## config.mk

```make
export PLATFORM = sky130hd
export DESIGN_NAME = hazard_ctrl
export DESIGN_NICKNAME = d
export VERILOG_FILES = /design/src/rtl/vp_pkg.sv /design/src/rtl/hazard_ctrl_fwd_unit.sv /design/src/rtl/hazard_ctrl.sv
export SDC_FILE = /design/constraint.sdc
export NUM_CORES = 1
export LEC_CHECK = 0
export ABC_AREA = 1
export CAP_MARGIN = 20
export CORE_ASPECT_RATIO = 1.5
export CORE_MARGIN = 4
export CORE_UTILIZATION = 37
export DETAILED_ROUTE_END_ITERATION = 10
export PLACE_DENSITY = 0.81
export SYNTH_ARGS = -nofsm -noshare
export SYNTH_HDL_FRONTEND = slang
export SYNTH_HIERARCHICAL = 1
export SYNTH_SLANG_ARGS = --single-unit
```

## constraint.sdc

```tcl
create_clock -name clk -period 1.4 [get_ports clk]
set_input_delay 0.28 -clock clk [delete_from_list [all_inputs] [get_ports clk]]
set_output_delay 0.28 -clock clk [all_outputs]
set_load 0.03 [all_outputs]
```

## src/rtl/vp_pkg.sv

```systemverilog
// vp_pkg -- shared definitions for the pipeline hazard controller.
//   vp_state_e : vector-access FSM states (ST_RUN, ST_VMEM)
//   FWD_*      : operand forward-select encodings
//   VP_BEATS   : default number of memory beats per vector access
//   vbeat_w()  : width of the beat counter for a given beat count
package vp_pkg;

    typedef enum logic [0:0] {
        ST_RUN  = 1'b0,
        ST_VMEM = 1'b1
    } vp_state_e;

    localparam logic [1:0] FWD_RF  = 2'b00;
    localparam logic [1:0] FWD_WB  = 2'b01;
    localparam logic [1:0] FWD_MEM = 2'b10;

    localparam int VP_BEATS = 4;

    // A single-beat access still needs a 1-bit counter so the port exists.
    function automatic int vbeat_w(input int beats);
        return (beats > 1) ? $clog2(beats) : 1;
    endfunction

endpackage

```

## src/rtl/hazard_ctrl_fwd_unit.sv

```systemverilog
// fwd_unit -- operand forwarding select for one Execute source operand.
//   src      : source register index of the operand in Execute
//   dst_m    : destination index in Memory,    regw_m : its write enable
//   dst_w    : destination index in Writeback, regw_w : its write enable
//   fwd_sel  : FWD_MEM / FWD_WB / FWD_RF
// Register 0 is hard-wired, so it is never forwarded. Memory is the
// younger result and therefore wins over Writeback.
module fwd_unit
    import vp_pkg::*;
#(
    parameter int M = 4
) (
    input  logic [M-1:0] src,
    input  logic [M-1:0] dst_m,
    input  logic         regw_m,
    input  logic [M-1:0] dst_w,
    input  logic         regw_w,
    output logic [1:0]   fwd_sel
);

    always_comb begin
        fwd_sel = FWD_RF;
        if (src != '0) begin
            if (regw_m && (dst_m == src)) begin
                fwd_sel = FWD_MEM;
            end else if (regw_w && (dst_w == src)) begin
                fwd_sel = FWD_WB;
            end
        end
    end

endmodule

```

## src/rtl/hazard_ctrl.sv

```systemverilog
// hazard_ctrl -- pipeline hazard unit: load-use stall, branch flush,
// operand forwarding and sequencing of multi-beat vector memory accesses.
//   clk, rst               : clock, asynchronous active-low reset
//   regAD/regBD            : Decode source indices
//   regAE/regBE            : Execute source indices
//   regScr_E/M/W, regw_E/M/W : destination index / write enable per stage
//   regmem_E               : Execute instruction is a load
//   branch_taken_E         : taken branch resolved in Execute
//   vmem_E, mem_ready      : vector memory op in Execute, memory beat accepted
//   stall_F/D/E, flush_D/E : pipeline control
//   fwdA_E, fwdB_E         : forward selects for Execute operands
//   vbeat, busy            : registered beat index / access in progress
//   vmem_done              : combinational pulse on the final beat
//   dbg_state              : current FSM state, for observation
//
// Handshake: a beat transfers in any cycle where vmem_E and mem_ready are
// both high; mem_ready low simply holds the beat index and FSM state while
// the pipeline stays stalled.
module hazard_ctrl
    import vp_pkg::*;
#(
    parameter int M     = 4,
    parameter int BEATS = VP_BEATS
) (
    input  logic                        clk,
    input  logic                        rst,
    input  logic [M-1:0]                regAD,
    input  logic [M-1:0]                regBD,
    input  logic [M-1:0]                regAE,
    input  logic [M-1:0]                regBE,
    input  logic [M-1:0]                regScr_E,
    input  logic [M-1:0]                regScr_M,
    input  logic [M-1:0]                regScr_W,
    input  logic                        regw_E,
    input  logic                        regw_M,
    input  logic                        regw_W,
    input  logic                        regmem_E,
    input  logic                        branch_taken_E,
    input  logic                        vmem_E,
    input  logic                        mem_ready,
    output logic                        stall_F,
    output logic                        stall_D,
    output logic                        stall_E,
    output logic                        flush_D,
    output logic                        flush_E,
    output logic [1:0]                  fwdA_E,
    output logic [1:0]                  fwdB_E,
    output logic [vbeat_w(BEATS)-1:0]   vbeat,
    output logic                        vmem_done,
    output logic                        busy,
    output vp_state_e                   dbg_state
);

    localparam int VBW = vbeat_w(BEATS);
    localparam logic [VBW-1:0] LAST_BEAT = VBW'(BEATS - 1);

    vp_state_e      state_q, state_d;
    logic [VBW-1:0] vbeat_q, vbeat_d;

    logic last;
    logic beat_go;
    logic vmem_stall;
    logic branch_ok;
    logic load_use;
    logic [1:0] fwd_a_raw;
    logic [1:0] fwd_b_raw;

    // Hazard conditions. While a vector access is stalling the pipe, the
    // instruction in Execute is frozen, so neither a branch nor a load-use
    // can be acted on yet.
    always_comb begin
        beat_go    = vmem_E && mem_ready;
        last       = beat_go && (vbeat_q == LAST_BEAT);
        vmem_stall = vmem_E && !last;
        branch_ok  = branch_taken_E && !vmem_stall;
        load_use   = !vmem_stall && regmem_E && regw_E && (regScr_E != '0) &&
                     ((regScr_E == regAD) || (regScr_E == regBD));
    end

    // State register
    always_ff @(posedge clk or negedge rst) begin
        if (!rst) begin
            state_q <= ST_RUN;
            vbeat_q <= '0;
        end else begin
            state_q <= state_d;
            vbeat_q <= vbeat_d;
        end
    end

    // Next-state logic
    always_comb begin
        state_d = state_q;
        vbeat_d = vbeat_q;
        case (state_q)
            ST_RUN: begin
                // A single-beat access completes here and never leaves RUN.
                if (beat_go && !last) begin
                    state_d = ST_VMEM;
                end
            end
            ST_VMEM: begin
                if (last) begin
                    state_d = ST_RUN;
                end
            end
            default: state_d = ST_RUN;
        endcase

        if (last) begin
            vbeat_d = '0;
        end else if (beat_go) begin
            vbeat_d = vbeat_q + VBW'(1);
        end
    end

    fwd_unit #(.M(M)) u_fwd_a (
        .src     (regAE),
        .dst_m   (regScr_M),
        .regw_m  (regw_M),
        .dst_w   (regScr_W),
        .regw_w  (regw_W),
        .fwd_sel (fwd_a_raw)
    );

    fwd_unit #(.M(M)) u_fwd_b (
        .src     (regBE),
        .dst_m   (regScr_M),
        .regw_m  (regw_M),
        .dst_w   (regScr_W),
        .regw_w  (regw_W),
        .fwd_sel (fwd_b_raw)
    );

    // Output logic. During reset the pipeline registers are flushed and
    // everything else is held quiet.
    always_comb begin
        stall_F   = 1'b0;
        stall_D   = 1'b0;
        stall_E   = 1'b0;
        flush_D   = 1'b1;
        flush_E   = 1'b1;
        fwdA_E    = FWD_RF;
        fwdB_E    = FWD_RF;
        vmem_done = 1'b0;
        busy      = 1'b0;
        if (rst) begin
            // Branch wins over load-use: the stalled Decode instruction is
            // on the wrong path anyway, so it is flushed instead of held.
            stall_F   = vmem_stall || (load_use && !branch_ok);
            stall_D   = vmem_stall || (load_use && !branch_ok);
            stall_E   = vmem_stall;
            flush_D   = branch_ok;
            flush_E   = branch_ok || load_use;
            fwdA_E    = fwd_a_raw;
            fwdB_E    = fwd_b_raw;
            vmem_done = last;
            busy      = (state_q == ST_VMEM);
        end
        vbeat     = vbeat_q;
        dbg_state = state_q;
    end

endmodule

```

==> results by group <==
Synth
  • Top post-synthesis cells by area: nand2_1 (36%), inv_1 (20%), dfrtp_1 (9.2%)
  • Post-Syn Instances: 176
  • Area leader, netlist: nand2_1
  • Yosys cell types: 20
  • #FFs+latches synth: 3
  • Mean Syn Cell Area: 4.64 um2
  • Mapped Area: 817 um2
  • Yosys top cell area share: 35.8%
  • Post-Syn Nets: 214
  • Number of synthesis warnings: 6
  • Post-synthesis sequential area ratio: 9.19%

Global route
  • Remaining global-route overflow: 0
  • Met1 Use GR: 18.5%
  • Largest net degree at the start of global routing: 9
  • Met3 usage: 0.548%
  • Initial antenna violation count: 0
  • Vias in the first global route: 1096
  • GR peak layer: met2
  • GRT Overall Usage: 17.6%
  • Grt met2 use: 35.7%
  • First-pass GRT wire length: 4130 um

Placed design
  • Port bufs: 50
  • GP Congestion: 0.837
  • Dpl hpwl: 2240 um

Floorplanning
  • DIE AREA: 3040 um2
  • Initial Util: 39.3%
  • # IOs: 51
  • Core Area: 2080 um2
  • Die height: 65.6 um
  • Die Wd: 46.4 um
  • Row count: 20

Drt
  • Final WL: 2830 um
  • DR vias: 1200
  • Initial DRC Count: 13
  • Pre-antenna DRT Iters: 4
  • Drt drc: 0
  • Vias per inst: 4.55
  • ANT nets after route: 0
  • Per-cell routed wire length: 10.7 um

STA
  • Slew HR: 79.6%
  • Slew Limit Fails: 0
  • Hold Slack: 0.147 ns
  • Final Skew: 0.00134 ns
  • Final period util: 120%
  • Worst-margin pin slew: 0.307 ns
  • Final setup margin: -0.280 ns
  • Final hold vios: 0
  • Max Freq: 595 MHz
  • RSZ-0062 raised after global routing: true
  • Crit path time final: 1.68 ns
  • Final-report setup violation count: 6

Setup path
  • Reg-to-Reg End: vbeat[0]
  • Flop2flop setup slack: 0.31 ns
  • Startpoint Class: flop
  • Max incr delay on CP: 0.42 ns
  • Worst-path maximum fanout: 2
  • WS Path Type: flop to primary output
  • FF-to-FF Start: vbeat[0]
  • Worst EP arrival: 1.40 ns
  • Worst-path cell with the longest stage delay: dfrtp_2
  • Critical path cell sequence: ha_4, a21boi_4, buf_4, nor2_4, nand3_2, nand2_4, buf_6
  • Setup crit end: stall_F
  • Critical Path Start: vbeat[0]
  • Crit end category: primary output
  • Worst R2R Path Depth: 5
  • CP required: 1.12 ns

CTS
  • Worst-path clk slew: 0.04 ns
  • Clk_lat worst skew: 0.23 ns
  • Clock buffer depth: 2
  • H-tree depth: 1
  • CTS buffer count: 3
  • CTS Hold Bufs: 0
  • CTS tree: yes
  • Sink Count: 3
  • CTS Root Cell: clkbuf_4

Pwr
  • Maximum vdd drop: 0.890 mV
  • Gate power share: 72.1%
  • P_int: 644 uW
  • PwrDens: 721 nW/um2
  • P_leak: 0.987 nW
  • Clk pwr share: 13.1%
  • Sw power: 512 uW
  • Sequential power share: 14.8%
  • Switching share of power: 44.3%

Outcome
  • Violated checks: negative setup slack
  • Outcome: finished, violations left

Final layout
  • Ant. Diodes: 0
  • Nets: 281
  • Commonest non-fill, non-tap cells in the layout: nand2_1 (69), inv_1 (26), inv_2 (19)
  • Layout cell share with drive strength beyond 1: 44.2%
  • Final core utilization: 77.2%
  • Area growth syn-to-layout: 96.2%
  • Most common cell after layout, fill and taps aside: nand2_1

Worst hold path
  • Hold Crit Class: input pin to asynchronous set/reset pin

Run
  • Maxcap violations: 0
[what timing repair did]
action	in CTS	in global routing
pin swaps	21	29
buffers inserted	0	2
hold endpoints to repair	0	0
setup endpoints to repair	12	10
gates resized for setup	132	47
[power by group through the flow]
stage,Clock [mW],Combinational (mW),Sequential [mW]
2_1_floorplan,0,0.291,0.256
3_3_place_gp,0,0.736,0.169
3_5_place_dp,0,0.748,0.171
4_1_cts,0.157,0.758,0.170
5_1_grt,0.167,0.917,0.174
6_report,0.151,0.833,0.171
[metrics by stage]
step	power [mW]	setup TNS, ns	cell area [um2]	std cells	setup WS (ns)
final	1.16	-1.38	1600	264	-0.280
after global routing	1.26	-1.77	1600	264	-0.337
after CTS	1.09	-1.43	1460	262	-0.311
after detailed placement	0.920	-4.40	1420	258	-0.593
after global placement	0.905	-4.10	1420	258	-0.567
after floorplan	0.548	-0.112	855	176	-0.0784
[how the worst min path moves through the flow]
stage	start	endpoint	slack (ns)	depth (start not counted)
2_1_floorplan	rst	asynchronous set/reset pin	-0.02	0
5_1_grt	rst	vbeat[1]	0.16	2
4_1_cts	rst	vbeat[1]	0.15	2
6_report	rst	vbeat[1]	0.15	2
3_5_place_dp	flop	flop	0.52	2
3_3_place_gp	flop	flop	0.50	2
[layout make-up]
type	instances	area [um2]
Sequential cell	3	77.6
Clock buffer	4	26.3
Tap cell	22	27.5
Fill cell	178	474
Inverter	50	203
Multi-Input combinational cell	122	663
Timing Repair Buffer	63	606
[cells by family after synthesis]
logic type / Yosys count / synth area share, %
adder cells (fa/ha/maj): 1 / 1.53
flip-flops: 3 / 9.19
AO/OA/AOI/OAI: 9 / 8.42
buffers and inverters: 51 / 23.9
AND/OR/NAND/NOR: 111 / 55.6
multiplexers: 1 / 1.38
[critical path, delay by kind of cell, from the launching register on]
family | cells | cell delay, ns
buffers and inverters | 2 | 0.27
AO/OA/AOI/OAI | 1 | 0.13
adder cells (fa/ha/maj) | 1 | 0.17
AND/OR/NAND/NOR | 3 | 0.17
flip-flops | 1 | 0.42
[synthesized netlist by cell type, drive strengths merged]
master	number
a21boi	1
a21oi	2
a31oi	2
buf	1
dfrtp	3
ha	1
inv	50
mux2	1
nand2	82
nand3	5
nand4	1
nor2	20
nor3	3
o211ai	2
o21ai	2
[metal layers]
metal	up-vias	part of all wire, %	routed length (um)
li1	644	-	-
met1	522	35	984
met2	34	60	1690
met3	0	5.4	153
met4	0	0	0
met5	-	0	0
Power figures use the tool's default switching activity.
